`src/rtl/universal_shift_register.sv`:
```
// WIDTH-bit shift register with parallel load, selectable direction and a saturating fill count.
// One edge from LOAD or shift to Q; no backpressure, and CE=0 freezes all state.
module universal_shift_register #(
    parameter int               WIDTH = 6,
    parameter logic [WIDTH-1:0] INIT  = '0,
    localparam int              CW    = $clog2(WIDTH + 1)
) (
    input  logic             CLK,
    input  logic             RESET,
    input  logic             CE,
    input  logic             LOAD,
    input  logic             DIR,
    input  logic             SI,
    input  logic [WIDTH-1:0] D,
    output logic [WIDTH-1:0] Q,
    output logic             SO,
    output logic [CW-1:0]    COUNT,
    output logic             FULL
);

    localparam logic [CW-1:0] COUNT_MAX = CW'(WIDTH);

    logic [WIDTH-1:0] q_q, q_d;
    logic [CW-1:0]    count_q, count_d;
    logic [WIDTH-1:0] shl_val, shr_val;

    // A single stage has no neighbours, so both directions collapse to Q <= SI.
    generate
        if (WIDTH == 1) begin : g_w1
            assign shl_val = SI;
            assign shr_val = SI;
        end else begin : g_wn
            assign shl_val = {q_q[WIDTH-2:0], SI};
            assign shr_val = {SI, q_q[WIDTH-1:1]};
        end
    endgenerate

    always_comb begin
        q_d     = q_q;
        count_d = count_q;
        if (CE) begin
            if (LOAD) begin
                q_d     = D;
                count_d = COUNT_MAX;
            end else begin
                q_d = DIR ? shr_val : shl_val;
                if (count_q != COUNT_MAX) begin
                    count_d = count_q + CW'(1);
                end
            end
        end
    end

    always_ff @(posedge CLK) begin
        if (RESET) begin
            q_q     <= INIT;
            count_q <= '0;
        end else begin
            q_q     <= q_d;
            count_q <= count_d;
        end
    end

    assign Q     = q_q;
    assign COUNT = count_q;
    assign SO    = DIR ? q_q[0] : q_q[WIDTH-1];
    assign FULL  = (count_q == COUNT_MAX);

endmodule

```
`config.mk`:
```
export PLATFORM = sky130hd
export DESIGN_NAME = universal_shift_register
export DESIGN_NICKNAME = d
export VERILOG_FILES = /design/src/rtl/universal_shift_register.sv
export SDC_FILE = /design/constraint.sdc
export NUM_CORES = 1
export LEC_CHECK = 0
export CORE_UTILIZATION = 36
export DETAILED_ROUTE_END_ITERATION = 8
export PLACE_DENSITY = 0.69
export SLEW_MARGIN = 20
export SYNTH_ARGS = -nofsm -noshare
export SYNTH_HDL_FRONTEND = slang
export SYNTH_SLANG_ARGS = --single-unit
```
`constraint.sdc`:
```
create_clock -name CLK -period 1.13 [get_ports CLK]
set_input_delay 0.113 -clock CLK [delete_from_list [all_inputs] [get_ports CLK]]
set_output_delay 0.113 -clock CLK [all_outputs]
set_load 0.05 [all_outputs]
```
[After elaboration in Yosys (flattened, before gate mapping)]
Cells that the tools add are included.
Storage, ports and cells
  logic and storage cells: 12
  input port bits: 12
  bits in latches: 0
  memory bits (read-only): 0
  RAM bits: 0
  memories kept: 0
  output and inout bits: 11
  bits in registers: 9
Cells by class
  shifts and indexed selects: 0
  bitwise operators: 0
  multiply operators: 0
  order comparisons: 0
  divide/modulo/power cells: 0
  reduce and logical (&&, ||, !) cells: 2
  eq/ne operators: 2
  muxes and demuxes: 5
  add/subtract/negate cells: 1
Operators by type and width (count)
  2-to-1 mux 6 bit: 2
  2-to-1 mux 3 bit: 2
  adder 3 x 1 -> 3 bit, second input constant: 1
  equality test 3 bit, second input constant: 1
  inequality test 3 bit, second input constant: 1
  AND reduction 2 bit: 1
  nonzero test 2 bit: 1
  2-to-1 mux 1 bit: 1

[Longest topological paths before layout]
Gate-level depths: netlist (run 1).
  depth after elaboration: 3
  mapped depth: 5
  gate-level depth less buffers: 5

[Worst setup path before layout (run 1)]
OpenSTA, ideal clock, no wires.
  kind: register to register
  start: register count_q[1], in the netlist COUNT[1]
  end: register count_q[1], in the netlist COUNT[1]
  data required time: 1.044 ns
  cell stages (with the launch flop): 5
  setup time: 0.086 ns
  path slack: -0.653 ns
  buffers on the path: 0
  clock period less this slack: 1.783 ns
  arrival: 1.697 ns
  cells stage by stage: dfxtp_1 -> ha_1 -> and2_1 -> nor2_1 -> a211oi_1
Between the ends
  word-level cells in the longest chain between the ends: 3
  elaborated cells between the ends (all ways): 6
  those cells by class: add/sub (1); eq/ne (1); mux (2); reduce/logical (2)
Ends and longest elaborated chain
  start, declared: RTL line 24  | logic [CW-1:0] count_q, count_d;
  start signal, assigned: RTL line 60  | count_q <= count_d;
  adder 3 x 1 -> 3 bit or inequality test 3 bit (tied branches): RTL line 48, 47
  2-to-1 mux 3 bit or nonzero test 2 bit (tied branches)
  2-to-1 mux 3 bit or AND reduction 2 bit (tied branches)
Parallel ways exist; a longest one is shown, timed or not. The select of a mux whose other input is x is not followed.
A chain may end at the register's enable or synchronous reset.

[Final worst setup path (run 1)]
  start: register count_q[1], in the netlist COUNT[1]
  end: output FULL
Between the ends
  word-level cells in the longest chain between the ends: 1
Ends and longest elaborated chain
  equality test 3 bit: RTL line 67  | assign FULL = (count_q == COUNT_MAX);
  end, declared: RTL line 18  | output logic FULL
No other way between the ends.

==> results of run 1 <==
cells in the mapped netlist:
cell      count
dfxtp_1       9
nand2b_1      8
a211oi_1      7
nor2b_1       7
o32ai_1       6
nor2b_2       3
and2b_1       2
buf_4         2
ha_1          2
nor2_1        2
nor3_1        2
a211o_1       1
a21oi_1       1
and2_1        1
buf_2         1
buf_6         1
inv_1         1
mux2_2        1
nand2_1       1
nand3b_1      1
o21a_1        1
o41ai_1       1
per-layer routing:
layer,up-vias,share of wire,global-route usage
li1,295,-,-
met1,265,0.45,0.2251
met2,17,0.49,0.3789
met3,2,0.047,0.03191
met4,0,0.0066,0.1210
met5,-,0,0
area by class of cell:
cell class,count,area (sq um)
Clock buffer,4,26.28
Tap cell,15,18.77
Timing Repair Buffer,35,421.7
Fill cell,98,311.5
Multi-Input combinational cell,47,385.4
Sequential cell,9,196.4
Inverter,1,6.256
power by group:
| part | internal, W | leakage (nW) | switching, W |
|---|---|---|---|
| logic | 0.000217 | 0.318 | 0.000187 |
| clock network | 0.000136 | 0.0150 | 0.000114 |
| registers | 0.000341 | 0.0776 | 0.0000336 |
final timing paths:
| path | start | to | slack (ns) |
|---|---|---|---|
| worst max-delay path | COUNT[1] | FULL | -0.1 |
| worst min-delay path | D[0] | Q[0] | 0.48 |
| worst max register to register | COUNT[1] | COUNT[0] | 0 |
| worst min register to register | Q[0] | Q[0] | 0.52 |
sequential cells by signal, summed over array words and instances (netlist names):
register  count
COUNT         3
Q             6
timing repair:
item                                    in CTS  in global routing
setup buffers                                3                  1
endpoints found under the setup margin       6                  5
pin swaps                                    1                  0
gates resized for setup                      3                  5
metrics by stage:
step                      cell area, sq um  worst slack (ns)
after floorplan                      595.6           -0.1074
after global routing                  1055           -0.1257
final                                 1055          -0.09733
after global placement               968.4           -0.2470
after CTS                             1022          -0.09918
after detailed placement             968.4           -0.2773
cells by family after synthesis:
family          count (synthesis)
simple gates                   27
compound gates                 17
buf+inv                         5
flops                           9
fa+ha+maj                       2
mux                             1
critical path: stages (launching register included):
cell	delay, ns
dfxtp_4	0.38
ha_4	0.17
and2_4	0.17
buf_12	0.14
==> flow_metrics.tcl, run 1 <==
set metrics [dict create \
    yosysSeqAreaShare 0.3236 \
    ir_drop_mv 0.6135 \
    hold_viol 0 \
    cts_root_buf "clkbuf_4" \
    hold_ws_ns 0.4789 \
    drive_above_1_share 0.4583 \
    syn_area_per_cell_sq_um 9.128 \
    dp_cells 103 \
    via_per_inst 5.216 \
    drv_slew 0 \
    crit_type "reg2out" \
    wirelength_mm 1.519 \
    synth_top_family_by_area "simple AND/OR/NAND/NOR gates" \
    max_clock_freq_mhz 814.8 \
    ys_types 22 \
    start_util 0.4075 \
    post-route-period-util 1.086 \
    layout_commonest_cell "buf_4" \
    violations "setup timing" \
    synth_fa_ha_area_frac 0.04494 \
    total_power_w 0.001028 \
    p_leak_nw 0.4108 \
    dieArea_sq_um 1708 \
    vias 579 \
    synth.ff_latch_count 9 \
    setup_viol 3 \
    syn_inst 61 \
    synth_warnings 0 \
    powerDensity_nw_per_um2 974.8 \
    fin_nets 111 \
    post-route-util 0.7720 \
    cts_max_path_buffers 2 \
    yosysTopAreaCell "dfxtp_1" \
    hold_buffers 0 \
    cap_violations 0 \
    die_h_um 41.33 \
    path_clk_slew_ns 0.06 \
    areaGrowthSynthToFinish_pct 89.44 \
    place_congestion 0.6628 \
    firstDrtPassIters 3 \
    ant_nets 0 \
    reg2reg_depth 4 \
    synthXorXnorAreaFrac 0 \
    wl_per_cell_um 13.68 \
    yosys-mux-area-fraction 0.02022 \
    setup_ws_ns -0.09733 \
    cts_max_level 1 \
    dp.final_hpwl_mm 1.093 \
    syn_nets 75 \
    hold_class "in2reg" \
    core-area_sq_um 1366 \
    yosys.area_share.simple 0.3056 \
    clk_latency_ns 0.25 \
    numCtsBuffers 3 \
    insertedDiodeCount 0 \
    cts.sinks 9 \
    hold-path-cell-count 3 \
    critPathArrivalTime_ns 1.11 \
    setup_tns_ns -0.1207 \
    synth-compound-area-share 0.2427 \
    antenna_found_initial 0 \
    io-pin-count 23 \
    final_cell_mix "buf_4, clkdlybuf4s50_1, buf_12" \
    maxSlewHeadroom 0.8189 \
    grt_remaining_overflow 0 \
    clock_skew_ns 0.0004599 \
    io_buffers 22 \
    fp.dieW_um 41.33 \
    synth_area_leaders "dfxtp_1, a211oi_1, o32ai_1" \
    synth.top_cell.area_share 0.3236 \
    status "finished, violations left" \
    syn_area_sq_um 556.8 \
    crit_required_ns 1.02 \
    cts_tree "built" \
    end_kind "primary output" \
    min_period_ns 1.227 \
    grt_pass1_vias 522 \
    grt_util_all_layers 0.2082 \
    drc 0 \
    rows 13 \
    grt_pass1_wl_mm 2.242 \
    grt_max_degree 14 \
    final_cells 111 \
    tightestPinTransition_ns 0.2716 \
    rsz0062_at_grt "yes" \
    drt_first_iter_violations 5 \
    worst_setup_path_start_kind "register" \
    path_max_fanout 4 \
]
No activity file was read; power rests on OpenSTA's default activity.
==> run 2, diff against run 1 <==
Settings changed: ABC_AREA set to 1, CORE_UTILIZATION 36 to 38, CTS_BUF_LIST set to sky130_fd_sc_hd__clkbuf_2, PLACE_DENSITY 0.69 to 0.73, SKIP_CTS_REPAIR_TIMING set to 1.
==> run 2 against run 1 <==
Compared with the run above: the flow still finishes with violations (setup timing); setup slack worse by 0.028 ns; cell area down 3.4%; combinational power up 4%; sequential share of layout area up 0.66 points; cell count up 13%; first-iteration DRC count rose to 3.6 times the previous value; register-to-register slack worse by 0.03 ns; critical path type unchanged.
==> flow_metrics.tcl, run 2 <==
set metrics [dict create \
    start_util 0.4112 \
    syn_nets 92 \
    drt_first_iter_violations 18 \
    worst_setup_path_start_kind "register" \
    core-area_sq_um 1318 \
    cts.sinks 9 \
    drc 0 \
    seq_area_sq_um 196.4 \
    cap_violations 0 \
    path_clk_slew_ns 0.11 \
    comb_power_share 0.408 \
    numCtsBuffers 3 \
    setup_viol 4 \
    hold_class "in2reg" \
    min_from "RESET" \
    fp.dieW_um 39.76 \
    max_clock_freq_mhz 796.5 \
    grt_max_degree 13 \
    firstDrtPassIters 4 \
    dp_cells 118 \
    cts_max_level 1 \
    clk_latency_ns 0.25 \
    dp_slack_ns -0.1492 \
    drive_above_1_share 0.3909 \
    die_h_um 39.76 \
    rows 13 \
    io-pin-count 23 \
    synth_warnings 0 \
    ant_nets 0 \
    post-route-period-util 1.111 \
    rsz0062_at_grt "yes" \
    end_kind "primary output" \
    yosysSeqAreaShare 0.3326 \
    p_leak_nw 0.4295 \
    r2r_setup_slack_ns -0.03 \
    maxSlewHeadroom 0.8483 \
    min_period_ns 1.255 \
    path_cells "inv_2 > ha_4 > nand2_4 > clkinvlp_4 > buf_12" \
    hold_viol 0 \
    netSwitchingFraction 0.3757 \
    violations "setup timing" \
    powerDensity_nw_per_um2 1009 \
    syn_area_sq_um 541.8 \
    syn_inst 78 \
    via_per_inst 5.096 \
    dieArea_sq_um 1581 \
    final_cells 125 \
    vias 637 \
    internal-power_w 0.0006413 \
    ys_top_cells_by_count "nand2_1, a21oi_1, dfxtp_1, inv_1, o21ai_0" \
    r2r-end "COUNT[0]" \
    largest_reg_flops 6 \
    cts_root_buf "clkbuf_2" \
    antenna_found_initial 0 \
    pwr-share-clk 0.218 \
    drv_slew 0 \
    wl_per_cell_um 12.95 \
    crit_type "reg2out" \
    synth_edf_count 0 \
    synthFlopType "dfxtp_1" \
    final_cell_mix "nand2_1, a21oi_1, buf_12" \
    cpPeakStageDelay_ns 0.38 \
    crit_required_ns 1.02 \
    grt_remaining_overflow 0 \
    areaGrowthSynthToFinish_pct 87.99 \
    synth.ff_latch_count 9 \
    seq_power_share 0.374 \
    critPathArrivalTime_ns 1.14 \
    hold_ws_ns 0.4149 \
    cts_tree "built" \
    syn_area_per_cell_sq_um 6.946 \
    reg2reg_depth 8 \
    critPathSlowestCell "dfxtp_4" \
    io_buffers 22 \
    synth.top_cell.area_share 0.3326 \
    insertedDiodeCount 0 \
    yosysMostFrequentCell "nand2_1" \
    holdPathEnd "COUNT[2]" \
    fill_cells 89 \
    grt_pass1_vias 543 \
    wirelength_mm 1.619 \
    multi_input_area_sq_um 335.3 \
    grt_pass1_wl_mm 2.235 \
    yosysTopAreaCell "dfxtp_1" \
    place_congestion 0.8340 \
    grt_util_all_layers 0.2218 \
    switching_power_w 0.0003859 \
    path_max_fanout 4 \
    status "finished, violations left" \
    r2r-start "COUNT[0]" \
    tightestPinTransition_ns 0.2273 \
    fin_nets 125 \
    top_register "Q" \
    layout_commonest_cell "nand2_1" \
    synth_area_leaders "dfxtp_1, a21oi_1, nand2_1" \
    cts_max_path_buffers 2 \
    ir_drop_mv 0.6823 \
    ys_types 19 \
    async_reset_ff_frac 0 \
    hold-path-cell-count 2 \
    setup_ws_ns -0.1255 \
    clock_skew_ns 0.0004936 \
    dp.final_hpwl_mm 1.221 \
]
==> run 2: cell count changes after synthesis, moves of 3 or more <==
cell	delta
a211oi_1	-7
a21oi_1	+12
inv_1	+8
nand2_1	+14
nand2b_1	-8
nor2_1	+4
nor2b_1	-7
nor2b_2	-3
o211ai_1	+3
o21ai_0	+9
o32ai_1	-6
==> run 2: layout make-up <==
class,count,area share
clock buffer,4,0.01966
inverter,11,0.05405
multi-input combinational,56,0.3292
sequential,9,0.1929
tap,15,0.01843
timing repair buffer,30,0.3857
==> run 2: critical path: cells and delay by family (launching register included) <==
kind                     cells  cell delay (ns)
buffers and inverters        3             0.28
adder cells (fa/ha/maj)      1             0.16
AND/OR/NAND/NOR              1             0.08
flip-flops                   1             0.38
==> run 2: worst max-delay path by stage <==
stage               startpoint  endpoint  slack [ns]  cells after the start
finish                COUNT[0]      FULL       -0.13                      5
global route          COUNT[0]      FULL       -0.15                      5
CTS                   COUNT[0]      FULL       -0.23                      5
detailed placement        LOAD  COUNT[0]       -0.15                      7
global placement          LOAD  COUNT[0]       -0.09                      7
floorplan             COUNT[0]      FULL     -0.0005                      4
==> run 2: power groups by stage <==
stage / registers (W) / logic, W / clock network (W)
final: 0.000384 / 0.000420 / 0.000224
after global routing: 0.000386 / 0.000444 / 0.000236
after CTS: 0.000384 / 0.000403 / 0.000222
after detailed placement: 0.000392 / 0.000402 / 0
after global placement: 0.000390 / 0.000397 / 0
after floorplan: 0.000457 / 0.000130 / 0
==> run 2: metrics by stage <==
step	TNS [ns]	utilization	cell area [sq um]	total power, W
after floorplan	-0.0004818	-	588.1	0.0005872
after CTS	-0.2316	0.7407	975.9	0.001010
after global routing	-0.3943	0.7730	1018	0.001066
after detailed placement	-0.7202	0.7255	955.9	0.0007939
after global placement	-0.3828	0.7255	955.9	0.0007874
final	-0.1838	0.7730	1018	0.001027
==> run 2: logic make-up after synthesis <==
family | count (synthesis) | share of synthesized area
compound gates | 28 | 0.2794
fa+ha+maj | 2 | 0.04618
buf+inv | 13 | 0.1247
flops | 9 | 0.3326
simple gates | 26 | 0.2171
==> run 2: layer usage <==
layer,share of wire,up-vias,global-route usage
met5,0,-,0
li1,-,323,-
met4,0.016,0,0.1552
met1,0.42,277,0.2500
met3,0.065,4,0.05682
met2,0.50,33,0.3566
